[src/rtl/mem_access_ctrl_if.sv]
// Core-side request/response channels and MainMemory bus of the memory access controller.
// The controller takes the master modport; the core and memory side take slave.
interface mem_access_ctrl_if #(
  parameter int unsigned ADDR_W = 17,
  parameter int unsigned DATA_W = 32
);
  logic              if_req;
  logic [ADDR_W-1:0] if_addr;
  logic              if_ready;
  logic              if_valid;
  logic [DATA_W-1:0] if_data;
  logic              ls_req;
  logic              ls_we;
  logic [ADDR_W-1:0] ls_addr;
  logic [DATA_W-1:0] ls_wdata;
  logic              ls_ready;
  logic              ls_valid;
  logic [DATA_W-1:0] ls_rdata;
  logic              align_err;
  logic              memread;
  logic              memwrite;
  logic [ADDR_W-1:0] address;
  logic [DATA_W-1:0] data_in;
  logic [DATA_W-1:0] data_out;

  modport master (
    input  if_req, if_addr, ls_req, ls_we, ls_addr, ls_wdata, data_out,
    output if_ready, if_valid, if_data, ls_ready, ls_valid, ls_rdata, align_err,
    output memread, memwrite, address, data_in
  );

  modport slave (
    output if_req, if_addr, ls_req, ls_we, ls_addr, ls_wdata, data_out,
    input  if_ready, if_valid, if_data, ls_ready, ls_valid, ls_rdata, align_err,
    input  memread, memwrite, address, data_in
  );
endinterface

[src/rtl/mem_access_ctrl.sv]
// Arbitrates instruction-fetch and load/store requests onto single-ported MainMemory,
// running one access of WAIT_CYCLES+1 cycles at a time and returning data or a write ack.
module mem_access_ctrl #(
  parameter int unsigned ADDR_W      = 17,
  parameter int unsigned DATA_W      = 32,
  parameter int unsigned WAIT_CYCLES = 1
) (
  input logic               clk,
  input logic               rst,
  mem_access_ctrl_if.master bus
);

  typedef enum logic {StIdle, StAccess} state_e;

  localparam int unsigned CNT_W = (WAIT_CYCLES > 0) ? $clog2(WAIT_CYCLES + 1) : 1;
  localparam logic [CNT_W-1:0] CNT_LOAD = CNT_W'(WAIT_CYCLES);

  state_e            state_q, state_d;
  logic [CNT_W-1:0]  cnt_q, cnt_d;
  logic              src_ls_q, src_ls_d;
  logic              we_q, we_d;
  logic              memread_q, memread_d;
  logic              memwrite_q, memwrite_d;
  logic [ADDR_W-1:0] addr_q, addr_d;
  logic [DATA_W-1:0] wdata_q, wdata_d;
  logic              if_valid_q, if_valid_d;
  logic              ls_valid_q, ls_valid_d;
  logic              align_err_q, align_err_d;
  logic [DATA_W-1:0] if_data_q, if_data_d;
  logic [DATA_W-1:0] ls_rdata_q, ls_rdata_d;

  logic              idle;
  logic              ls_ready, if_ready;
  logic              accept_ls, accept_if, store;
  logic [ADDR_W-1:0] req_addr;

  // Ready is gated by rst so every output reads 0 while reset is held.
  assign idle      = (state_q == StIdle);
  assign ls_ready  = idle & ~rst;
  assign if_ready  = idle & ~rst & ~bus.ls_req;
  assign accept_ls = bus.ls_req & ls_ready;
  assign accept_if = bus.if_req & if_ready;
  assign store     = accept_ls & bus.ls_we;
  assign req_addr  = accept_ls ? bus.ls_addr : bus.if_addr;

  always_comb begin
    state_d     = state_q;
    cnt_d       = cnt_q;
    src_ls_d    = src_ls_q;
    we_d        = we_q;
    memread_d   = memread_q;
    memwrite_d  = memwrite_q;
    addr_d      = addr_q;
    wdata_d     = wdata_q;
    if_valid_d  = 1'b0;
    ls_valid_d  = 1'b0;
    align_err_d = 1'b0;
    if_data_d   = if_data_q;
    ls_rdata_d  = ls_rdata_q;
    case (state_q)
      StIdle: begin
        if (accept_ls || accept_if) begin
          if (req_addr[1:0] != 2'b00) begin
            align_err_d = 1'b1;
          end else begin
            state_d    = StAccess;
            cnt_d      = CNT_LOAD;
            src_ls_d   = accept_ls;
            we_d       = store;
            memread_d  = ~store;
            memwrite_d = store;
            addr_d     = req_addr;
            if (store) wdata_d = bus.ls_wdata;
          end
        end
      end
      StAccess: begin
        if (cnt_q == '0) begin
          state_d    = StIdle;
          memread_d  = 1'b0;
          memwrite_d = 1'b0;
          if (!we_q) begin
            if (src_ls_q) ls_rdata_d = bus.data_out;
            else          if_data_d  = bus.data_out;
          end
          if (src_ls_q) ls_valid_d = 1'b1;
          else          if_valid_d = 1'b1;
        end else begin
          cnt_d = cnt_q - CNT_W'(1);
        end
      end
      default: state_d = StIdle;
    endcase
  end

  always_ff @(posedge clk or posedge rst) begin
    if (rst) begin
      state_q     <= StIdle;
      cnt_q       <= '0;
      src_ls_q    <= 1'b0;
      we_q        <= 1'b0;
      memread_q   <= 1'b0;
      memwrite_q  <= 1'b0;
      addr_q      <= '0;
      wdata_q     <= '0;
      if_valid_q  <= 1'b0;
      ls_valid_q  <= 1'b0;
      align_err_q <= 1'b0;
      if_data_q   <= '0;
      ls_rdata_q  <= '0;
    end else begin
      state_q     <= state_d;
      cnt_q       <= cnt_d;
      src_ls_q    <= src_ls_d;
      we_q        <= we_d;
      memread_q   <= memread_d;
      memwrite_q  <= memwrite_d;
      addr_q      <= addr_d;
      wdata_q     <= wdata_d;
      if_valid_q  <= if_valid_d;
      ls_valid_q  <= ls_valid_d;
      align_err_q <= align_err_d;
      if_data_q   <= if_data_d;
      ls_rdata_q  <= ls_rdata_d;
    end
  end

  assign bus.if_ready  = if_ready;
  assign bus.ls_ready  = ls_ready;
  assign bus.if_valid  = if_valid_q;
  assign bus.ls_valid  = ls_valid_q;
  assign bus.if_data   = if_data_q;
  assign bus.ls_rdata  = ls_rdata_q;
  assign bus.align_err = align_err_q;
  assign bus.memread   = memread_q;
  assign bus.memwrite  = memwrite_q;
  assign bus.address   = addr_q;
  assign bus.data_in   = wdata_q;

endmodule

[src/flat_wrapper.sv]
// flat-port wrapper written by rule: the top's interface ports become plain ports
module mem_access_ctrl_flat 
#(
  parameter int unsigned ADDR_W      = 17,
  parameter int unsigned DATA_W      = 32,
  parameter int unsigned WAIT_CYCLES = 1
)
  (clk, rst, bus_if_req, bus_if_addr, bus_ls_req, bus_ls_we, bus_ls_addr, bus_ls_wdata, bus_data_out, bus_if_ready, bus_if_valid, bus_if_data, bus_ls_ready, bus_ls_valid, bus_ls_rdata, bus_align_err, bus_memread, bus_memwrite, bus_address, bus_data_in);
  mem_access_ctrl_if #(.ADDR_W(ADDR_W), .DATA_W(DATA_W)) bus_i ();
  input logic clk;
  input logic rst;
  input wire logic [$bits(bus_i.if_req)-1:0] bus_if_req;
  input wire logic [$bits(bus_i.if_addr)-1:0] bus_if_addr;
  input wire logic [$bits(bus_i.ls_req)-1:0] bus_ls_req;
  input wire logic [$bits(bus_i.ls_we)-1:0] bus_ls_we;
  input wire logic [$bits(bus_i.ls_addr)-1:0] bus_ls_addr;
  input wire logic [$bits(bus_i.ls_wdata)-1:0] bus_ls_wdata;
  input wire logic [$bits(bus_i.data_out)-1:0] bus_data_out;
  output wire logic [$bits(bus_i.if_ready)-1:0] bus_if_ready;
  output wire logic [$bits(bus_i.if_valid)-1:0] bus_if_valid;
  output wire logic [$bits(bus_i.if_data)-1:0] bus_if_data;
  output wire logic [$bits(bus_i.ls_ready)-1:0] bus_ls_ready;
  output wire logic [$bits(bus_i.ls_valid)-1:0] bus_ls_valid;
  output wire logic [$bits(bus_i.ls_rdata)-1:0] bus_ls_rdata;
  output wire logic [$bits(bus_i.align_err)-1:0] bus_align_err;
  output wire logic [$bits(bus_i.memread)-1:0] bus_memread;
  output wire logic [$bits(bus_i.memwrite)-1:0] bus_memwrite;
  output wire logic [$bits(bus_i.address)-1:0] bus_address;
  output wire logic [$bits(bus_i.data_in)-1:0] bus_data_in;
  assign bus_i.if_req = bus_if_req;
  assign bus_i.if_addr = bus_if_addr;
  assign bus_i.ls_req = bus_ls_req;
  assign bus_i.ls_we = bus_ls_we;
  assign bus_i.ls_addr = bus_ls_addr;
  assign bus_i.ls_wdata = bus_ls_wdata;
  assign bus_i.data_out = bus_data_out;
  assign bus_if_ready = bus_i.if_ready;
  assign bus_if_valid = bus_i.if_valid;
  assign bus_if_data = bus_i.if_data;
  assign bus_ls_ready = bus_i.ls_ready;
  assign bus_ls_valid = bus_i.ls_valid;
  assign bus_ls_rdata = bus_i.ls_rdata;
  assign bus_align_err = bus_i.align_err;
  assign bus_memread = bus_i.memread;
  assign bus_memwrite = bus_i.memwrite;
  assign bus_address = bus_i.address;
  assign bus_data_in = bus_i.data_in;
  mem_access_ctrl #(.ADDR_W(ADDR_W), .DATA_W(DATA_W), .WAIT_CYCLES(WAIT_CYCLES)) u_core (.clk(clk), .rst(rst), .bus(bus_i));
endmodule
[config.mk]
export PLATFORM = sky130hd
export DESIGN_NAME = mem_access_ctrl_flat
export DESIGN_NICKNAME = d
export VERILOG_FILES = /design/src/rtl/mem_access_ctrl_if.sv /design/src/rtl/mem_access_ctrl.sv /design/src/flat_wrapper.sv
export SDC_FILE = /design/constraint.sdc
export NUM_CORES = 1
export LEC_CHECK = 0
export CAP_MARGIN = 20
export CORE_ASPECT_RATIO = 1.1
export CORE_MARGIN = 2
export CORE_UTILIZATION = 41
export CTS_CLUSTER_DIAMETER = 30
export CTS_CLUSTER_SIZE = 12
export DETAILED_ROUTE_END_ITERATION = 12
export MAX_ROUTING_LAYER = met4
export PLACE_DENSITY_LB_ADDON = 0.05
export RECOVER_POWER = 25
export SETUP_SLACK_MARGIN = 0.15
export SYNTH_ARGS = -nofsm -noshare
export SYNTH_HDL_FRONTEND = slang
export SYNTH_SLANG_ARGS = --single-unit
[constraint.sdc]
create_clock -name clk -period 4.7 [get_ports clk]
set_input_delay 0.94 -clock clk [delete_from_list [all_inputs] [get_ports clk]]
set_output_delay 0.94 -clock clk [all_outputs]
set_load 0.005 [all_outputs]
---- Word level (Yosys, flattened, before mapping) ----
Index checks and enable logic that the tools add are counted.
Widths: inputs -> output; s select.
word-level totals
  bits in registers ....................... 122
  word-level logic and storage cells ...... 63
  output and inout port bits .............. 120
operators by class
  bitwise operators ....................... 13
  muxes and demuxes ....................... 25
  equality and inequality tests ........... 3
  add/sub/neg operators ................... 1
  reductions and logical operators ........ 8
operators by type and width
  cell                 count
  $mux 1               20
  $mux 17              1
  $reduce_and 4->1     3
  $not 1->1            8
  $pmux 1 s2           4
  $ne 2x2->1 const B   3
  $reduce_and 3->1     2
  $and 1x1->1          5
  $reduce_and 2->1     1
  $reduce_bool 2->1    1
  $logic_or 1x1->1     1
  $sub 1x1->1 const B  1

---- Logic depth before layout (Yosys ltp) ----
Gate-level depths: netlist of run 1.
  depth in word-level cells ............... 8
  depth in mapped cells ................... 5

---- Least setup slack after synthesis of run 1 ----
OpenSTA, ideal clock, no wires.
  kind .................................... in2reg
  from .................................... input bus_ls_req
  to ...................................... register u_core.addr_q[10] (netlist: u_core.bus.address[10])
  path buffers ............................ 1
  arrival time ............................ 2.214 ns
  path slack .............................. 2.361 ns
  stages on the path ...................... 5
  cell sequence ........................... nor3b_4 -> or3_4 -> a21oi_4 -> buf_12 -> mux2_4
between the ends
  longest elaborated chain between the ends .. 5
RTL lines
  item                                                            RTL line                                      text
  from (decl)                                                     flat_wrapper.sv:14                            input wire logic [$bits(bus_i.ls_req)-1:0] bus_ls_req;
  $and 1x1->1 / $not 1->1 (equally long branches)                 mem_access_ctrl.sv:41, mem_access_ctrl.sv:40
  $mux 17 / $and 1x1->1 (equally long branches)                   mem_access_ctrl.sv:44, mem_access_ctrl.sv:40
  $reduce_bool 2->1 / $and 1x1->1 (equally long branches)         mem_access_ctrl.sv:63, mem_access_ctrl.sv:42
  $not 1->1 (no line) / $logic_or 1x1->1 (equally long branches)  --
  $reduce_and 3->1 (no line)                                      --
  to (signal assigned)                                            mem_access_ctrl.sv:118                        addr_q <= addr_d;
  to (decl)                                                       mem_access_ctrl.sv:24                         logic [ADDR_W-1:0] addr_q, addr_d;
Parallel ways exist; a longest one is shown, timed or not.
A chain may end at the register's enable or synchronous reset.

==> results of run 1 <==
[routing by layer]
layer / global-route usage, % / vias up / share of wire (%)
met4: 7.88 / 0 / 1.7
met3: 7.03 / 16 / 8.1
li1: - / 1498 / -
met1: 22.0 / 1596 / 40
met2: 31.2 / 139 / 50
met5: - / - / 0
[through the flow]
step           utilization (%)  instances  setup WS (ns)
3_5_place_dp              62.9        657           1.07
4_1_cts                   68.1        687           1.52
5_1_grt                   68.0        687          0.702
2_1_floorplan                -        291          0.517
6_report                  68.0        687           1.25
3_3_place_gp              62.9        657           1.20
[area by class of cell]
| cell class | count | area [µm²] |
|---|---|---|
| Inverter | 3 | 11.3 |
| Timing Repair Buffer | 227 | 2260 |
| Clock inverter | 12 | 151 |
| Sequential cell | 122 | 3050 |
| Clock buffer | 18 | 439 |
| Multi-Input combinational cell | 155 | 1640 |
| Tap cell | 150 | 188 |
| Fill cell | 869 | 3650 |
[cells by family after synthesis]
family / count (synthesis) / share of synthesized area, %
compound gates: 8 / 1.18
buf+inv: 14 / 1.70
flops: 122 / 64.0
mux: 126 / 30.4
simple gates: 21 / 2.80
[where the power goes]
group          total [mW]  switching [mW]  internal [mW]  leakage (nW)
clock network        1.29           0.454          0.837         0.276
registers            1.62           0.194           1.43          1.52
logic                1.37           0.381          0.993          1.52
total                4.29            1.03           3.26          3.31
[cell usage in the layout, fill, tap and decap left out, types with 4 or more instances in the layout]
cell type and n:
dfrtp_1 122, clkdlybuf4s50_1 221, nand2_1 7, mux2_4 8
clkinvlp_4 5, o21ai_0 4, buf_4 4, clkbuf_16 17
mux2_2 118, nor2_1 4
[how the worst min path moves through the flow]
stage                                        start                                   to  slack, ns  cells past startpoint
2_1_floorplan             u_core.cnt_q$_DFFE_PP0P_             u_core.state_q$_DFF_PP0_       0.45                      2
3_3_place_gp              u_core.cnt_q$_DFFE_PP0P_             u_core.state_q$_DFF_PP0_       0.46                      2
3_5_place_dp              u_core.cnt_q$_DFFE_PP0P_             u_core.state_q$_DFF_PP0_       0.46                      2
4_1_cts                   u_core.cnt_q$_DFFE_PP0P_             u_core.state_q$_DFF_PP0_       0.48                      2
5_1_grt        u_core.bus.ls_rdata[20]$_DFFE_PP0P_  u_core.bus.ls_rdata[20]$_DFFE_PP0P_       0.51                      1
6_report                  u_core.cnt_q$_DFFE_PP0P_             u_core.state_q$_DFF_PP0_       0.48                      2
[cells in the mapped netlist]
cell type    n  share of area (%)
a21o_1       1               0.16
inv_1        3               0.24
a21boi_0     1               0.16
and2_1       2               0.26
nand2_1      7               0.55
nor3b_4      1               0.39
mux2_4       8                2.5
a21oi_4      1               0.34
and3_1       1               0.13
dfrtp_1    122                 64
mux2_2     118                 28
nor3b_2      1               0.26
buf_2       10                1.0
buf_12       1               0.42
o21ai_0      4               0.42
nor2_1       4               0.31
nor3_2       1               0.21
nand2_2      1               0.13
nor3_1       1               0.10
nand3_2      1               0.21
or3_4        1               0.24
a21oi_1      1               0.10
[registers in the layout, indices dropped and copies added (netlist names)]
name                  cells
u_core.we_q               1
u_core.state_q            1
u_core.bus.ls_valid       1
u_core.bus.data_in       32
u_core.cnt_q              1
u_core.bus.if_valid       1
u_core.src_ls_q           1
u_core.bus.address       17
u_core.bus.if_data       32
u_core.bus.memread        1
u_core.bus.align_err      1
u_core.bus.ls_rdata      32
u_core.bus.memwrite       1
[worst max-delay path: cells and delay by family]
kind / cells / cell delay, ns
buffers and inverters: 3 / 2.98
==> impl_metrics.toml, run 1 <==
[clocking]
postCtsHoldBufs = 0
cts.sinks = 122
clkTransAtPathRegs_ns = 0.05
clk_latency_ns = 0.41
cts_buffers = 17
root_buffer = "clkbuf_16"
htreeDepth = 4
post_cts_resized = 0
post-cts-setup-buffers = 0
cts_tree = "done"
clk_path_buf_depth = 2

[cells_and_area]
area_growth_pct = 62.1
n_antenna_cell = 0
drive_gt1_share_pct = 30.9
final_nets = 629
post-route-cell-area_um2 = 7740

[detailed_routing]
routedWlPerCell_um = 16.6
drt_iter0_markers = 112
viasPerCell = 4.73
drc = 0
vias = 3249
drtPass1Iterations = 4
postRouteWirelength_mm = 11.4
antenna_left = 0

[timing]
tns_ns = 0
slew_headroom_pct = -64.0
fmax_ghz = 0.289
hold_viol = 0
drv_slew = 100
finClkSkew_ns = 0.00593
min_period_over_period_pct = 73.5
setup_violations = 0
rsz0062_at_grt = "no"
worstMarginPinSlew_ns = 2.46
hold_ws_ns = 0.480
fin_crit_ns = 3.45

[synthesis]
seq_area_frac_synth_pct = 64.0
ys_types = 22
synth_area_per_cell_um2 = 16.4
postSynthCellCount = 291
syn_area_um2 = 4770
synth_warnings = 0
syn_nets = 394
ys_ff_latch = 122

[worst_setup_path]
crit_path_start_kind = "input pin"
slowest_delay_ns = 1.75
r2r_start = "u_core.state_q$_DFF_PP0_"
critPathArrivalTime_ns = 3.99
crit_chain = "dlygate4sd3_1 > inv_1 > buf_4"
reg2reg_depth = 4
worstPathRequired_ns = 5.24
reg2reg_slack_ns = 1.80
crit_type = "input pin to asynchronous set/reset pin"
end_kind = "asynchronous set/reset pin"
crit_start = "rst"
cp_slowest_cell = "inv_1"
crit_fanout = 66
crit_end = "u_core.bus.ls_rdata[2]$_DFFE_PP0P_"
worstReg2RegEnd = "u_core.bus.if_data[20]$_DFFE_PP0P_"

[global_routing]
antenna_found_initial = 0
grt_overflow = 0
grt_pass1_vias = 3538
grt_start_max_net_pins = 67
grt_pass1_wl_mm = 17.6
track_usage_pct = 19.3

[pwr]
p_leak_nw = 3.31
p_per_area_nw_per_um2 = 554
ir_worst_vdd_mv = 0.249
total_power_mw = 4.29

[placement]
gp_congestion = 0.742
portBuffers = 222
hpwl_mm = 8.23
place_area_um2 = 7170

[floorplanning]
start_util_pct = 41.9
die_h_um = 117
core_area_um2 = 11400
rows = 41
die_w_um = 107
pin_count = 223
dieArea_um2 = 12500

[run]
max_cap_violations = 2

[hold_path]
hold_path.class = "register to register"

[status]
outcome = "finished, violations left"
failed_checks = "capacitance limit, slew limit"
Power figures use the tool's default switching activity.
==> run 2: changes to the inputs <==
--- a/config.mk
+++ b/config.mk
@@ -8,7 +8,7 @@
 export CAP_MARGIN = 20
 export CORE_ASPECT_RATIO = 1.1
 export CORE_MARGIN = 2
-export CORE_UTILIZATION = 41
+export CORE_UTILIZATION = 37
 export CTS_CLUSTER_DIAMETER = 30
 export CTS_CLUSTER_SIZE = 12
 export DETAILED_ROUTE_END_ITERATION = 12
==> constraint.sdc (replaced) <==
create_clock -name clk -period 2.95 [get_ports clk]
set_input_delay 0.59 -clock clk [delete_from_list [all_inputs] [get_ports clk]]
set_output_delay 0.59 -clock clk [all_outputs]
set_load 0.005 [all_outputs]
==> impl_metrics.toml, run 2 (synthesis gave the netlist of run 1 again) <==
[global_routing]
antenna_found_initial = 0
track_usage_pct = 17.6
grt_start_max_net_pins = 71
grt_pass1_vias = 3592
grt_pass1_wl_mm = 18.2
grt_overflow = 0

[detailed_routing]
postRouteWirelength_mm = 11.5
drtPass1Iterations = 4
drc = 0
drt_iter0_markers = 89
routedWlPerCell_um = 16.5
antenna_left = 0
viasPerCell = 4.75
vias = 3315

[clocking]
postCtsHoldBufs = 0
post_cts_resized = 0
clk_path_buf_depth = 2
cts_buffers = 17
cts.sinks = 122
clkTransAtPathRegs_ns = 0.06
post-cts-setup-buffers = 0
cts_tree = "done"
root_buffer = "clkbuf_16"
clk_latency_ns = 0.40
htreeDepth = 4

[cells_and_area]
fin_cells = 698
final_util_pct = 62.1
post-route-cell-area_um2 = 7820
area_growth_pct = 63.7
fillers = 1026
final_cell_mix = "clkdlybuf4s50_1 (221), dfrtp_1 (122), mux2_2 (118), clkbuf_16 (17), mux2_4 (8)"
n_antenna_cell = 0
final_nets = 631
final_common_cell = "clkdlybuf4s50_1"
drive_gt1_share_pct = 32.0

[worst_setup_path]
end_kind = "output port"
crit_fanout = 4
worstPathRequired_ns = 2.36
critPathArrivalTime_ns = 1.91
crit_chain = "dlygate4sd3_1 > nor3_1 > clkdlybuf4s50_1"
slowest_delay_ns = 0.62
crit_type = "input pin to output port"
cp_slowest_cell = "dlygate4sd3_1"
reg2reg_slack_ns = 0.98
crit_path_start_kind = "input pin"

[placement]
gp_congestion = 0.735
place_area_um2 = 7200
portBuffers = 222
dp.cells = 666
hpwl_mm = 8.29
pre_cts_ws_ns = 0.330

[floorplanning]
start_util_pct = 37.9
core_area_um2 = 12600
rows = 43
die_h_um = 123
pin_count = 223
dieArea_um2 = 13800
die_w_um = 112

[timing]
drv_slew = 0
worstMarginPinSlew_ns = 1.27
rsz0062_at_grt = "no"
hold_ws_ns = 0.489
fmax_ghz = 0.400
slew_headroom_pct = 15.4
setup_ws_ns = 0.448
hold_viol = 0
min_period_over_period_pct = 84.8
setup_violations = 0
tns_ns = 0
fin_crit_ns = 2.50
finClkSkew_ns = 0.00858

[pwr]
ir_worst_vdd_mv = 0.428
p_leak_nw = 3.34
p_per_area_nw_per_um2 = 885
total_power_mw = 6.91

[hold_path]
hold_path.class = "register to register"

[run]
max_cap_violations = 0

[status]
outcome = "finished clean"
run 2: layout make-up:
class | count | area [µm²] | share of cell area, %
clock inverter | 13 | 165 | 2.11
tap | 157 | 196 | 2.51
sequential | 122 | 3050 | 39.1
inverter | 3 | 12.5 | 0.160
clock buffer | 19 | 453 | 5.79
multi-input combinational | 155 | 1650 | 21.1
timing repair buffer | 229 | 2280 | 29.2
run 2: worst max-delay path, delay by kind of cell:
family / cells / cell delay, ns
buffers and inverters: 2 / 1.15
and+or+nand+nor: 1 / 0.17
run 2: final timing paths:
check / from / to / cells past startpoint
setup reg to reg: u_core.state_q$_DFF_PP0_ / u_core.bus.ls_rdata[24]$_DFFE_PP0P_ / 4
hold reg to reg: u_core.cnt_q$_DFFE_PP0P_ / u_core.state_q$_DFF_PP0_ / 2
max in group asynchronous: rst / u_core.bus.ls_rdata[5]$_DFFE_PP0P_ / 3
min in group asynchronous: rst / u_core.bus.address[0]$_DFFE_PP0P_ / 3
setup / recovery: rst / bus_if_ready / 3
hold / removal: u_core.cnt_q$_DFFE_PP0P_ / u_core.state_q$_DFF_PP0_ / 2
run 2: where the power goes:
| group | internal, mW | switching, mW | total, mW |
|---|---|---|---|
| logic | 1.58 | 0.601 | 2.19 |
| clock network | 1.38 | 0.753 | 2.13 |
| registers | 2.28 | 0.319 | 2.60 |
run 2: routing by layer:
| layer | routed length [µm] | part of all wire, % | track usage, % |
|---|---|---|---|
| met1 | 4610 | 40 | 20.6 |
| met4 | 142 | 1.2 | 5.72 |
| met5 | 0 | 0 | - |
| met2 | 6000 | 52 | 29.0 |
| met3 | 784 | 6.8 | 5.74 |
==> run 3: changes to the inputs <==
==> constraint.sdc (replaced) <==
create_clock -name clk -period 2.02 [get_ports clk]
set_input_delay 0.404 -clock clk [delete_from_list [all_inputs] [get_ports clk]]
set_output_delay 0.404 -clock clk [all_outputs]
set_load 0.005 [all_outputs]
==> impl_metrics.toml, run 3 (synthesis gave the netlist of run 1 again) <==
[status]
outcome = "finished clean"

[cells_and_area]
n_antenna_cell = 0
drive_gt1_share_pct = 32.7
area_growth_pct = 66.3
post-route-cell-area_um2 = 7940
final_common_cell = "clkdlybuf4s50_1"
final_nets = 641
final_cell_mix = "clkdlybuf4s50_1 (219), dfrtp_1 (121), mux2_2 (118), clkbuf_16 (17), buf_4 (10)"

[floorplanning]
core_area_um2 = 12600
rows = 43
die_h_um = 123
die_w_um = 112
dieArea_um2 = 13800
start_util_pct = 37.9
pin_count = 223

[detailed_routing]
routedWlPerCell_um = 16.5
vias = 3299
drtPass1Iterations = 4
drc = 0
antenna_left = 0
postRouteWirelength_mm = 11.7
drt_iter0_markers = 70
viasPerCell = 4.67

[timing]
setup_violations = 0
worstMarginPinSlew_ns = 0.829
finClkSkew_ns = 0.00458
fmax_ghz = 0.563
min_period_over_period_pct = 88.0
hold_viol = 0
drv_slew = 0
tns_ns = 0
fin_crit_ns = 1.78
rsz0062_at_grt = "no"
slew_headroom_pct = 44.8

[hold_path]
hold_path.class = "input pin to asynchronous set/reset pin"

[worst_setup_path]
worstPathRequired_ns = 2.30
critPathArrivalTime_ns = 2.06
end_kind = "register"
crit_path_start_kind = "register"
crit_fanout = 15
crit_type = "register to register"

[clocking]
post-cts-setup-buffers = 0
cts.sinks = 122
cts_tree = "done"
clk_latency_ns = 0.40
clk_path_buf_depth = 2
htreeDepth = 4
root_buffer = "clkbuf_16"
cts_buffers = 17
clkTransAtPathRegs_ns = 0.05

[global_routing]
antenna_found_initial = 0
grt_overflow = 0
grt_pass1_wl_mm = 18.4
grt_start_max_net_pins = 62
grt_pass1_vias = 3685
track_usage_pct = 17.9

[pwr]
total_power_mw = 10.2
p_per_area_nw_per_um2 = 1280
ir_worst_vdd_mv = 0.717
p_leak_nw = 3.42

[placement]
hpwl_mm = 8.64
portBuffers = 222
place_area_um2 = 7340
gp_congestion = 0.711

[run]
max_cap_violations = 0
==> run 3: cell types whose count changed in the layout (fill, tap and decap cells not counted), moves of 3 or more <==
cell | before | now
buf_12 | 1 | 4
inv_6 | 3 | 0
clkinvlp_4 | 4 | 1
clkbuf_1 | 0 | 4
buf_4 | 5 | 10
==> run 3: layer usage <==
metal | GRT usage (%) | share of wire, % | vias to the layer above
met5 | - | 0 | -
met4 | 7.77 | 1.7 | 0
met3 | 6.37 | 7.7 | 17
met2 | 29.8 | 51 | 134
met1 | 19.5 | 39 | 1631
li1 | - | - | 1517
==> run 3: final timing paths <==
kind                                     startpoint                                  to  slack, ns  depth (start not counted)
max                        u_core.state_q$_DFF_PP0_   u_core.bus.address[9]$_DFFE_PP0P_       0.24                          4
min                                             rst  u_core.bus.data_in[14]$_DFFE_PP0P_       0.48                          4
max reg2reg                u_core.state_q$_DFF_PP0_   u_core.bus.address[9]$_DFFE_PP0P_       0.24                          4
max in group asynchronous                       rst            u_core.state_q$_DFF_PP0_       0.77                          4
min in group clk           u_core.cnt_q$_DFFE_PP0P_            u_core.state_q$_DFF_PP0_       0.49                          2
min reg2reg                u_core.cnt_q$_DFFE_PP0P_            u_core.state_q$_DFF_PP0_       0.49                          2
==> run 3: stage by stage <==
step | hold slack [ns] | worst slack, ns | cells | utilization, %
after floorplan | 0.449 | 0.119 | 291 | -
after global placement | 0.465 | -0.169 | 676 | 58.3
after detailed placement | 0.473 | -0.184 | 676 | 58.3
after CTS | 0.493 | 0.181 | 707 | 63.3
after global routing | 0.504 | 0.166 | 707 | 63.0
final | 0.482 | 0.243 | 707 | 63.0
==> run 3: power by group <==
part | switching, mW | total, mW | internal [mW]
Sequential | 0.469 | 3.80 | 3.33
Clock | 1.01 | 3.19 | 2.18
Combinational | 0.878 | 3.20 | 2.32
==> run 3: final cells by class <==
type / instances / area [µm²]
Clock inverter: 7 / 138
Timing Repair Buffer: 239 / 2390
Multi-Input combinational cell: 155 / 1650
Clock buffer: 24 / 492
Fill cell: 1020 / 4650
Tap cell: 157 / 196
Inverter: 3 / 12.5
Sequential cell: 122 / 3050
==> run 3: critical path: stages, from the launching register on <==
cell and delay (ns):
dfrtp_2 0.47, nor3b_4 0.27, buf_4 0.28, mux2_2 0.37, mux2_4 0.26
==> run 3: what timing repair did <==
| action | CTS | global route |
|---|---|---|
| endpoints found under the setup margin | 2 | 46 |
| hold endpoints to repair | 0 | 0 |
| resized for setup | 2 | 3 |
| hold buffers | 0 | 0 |
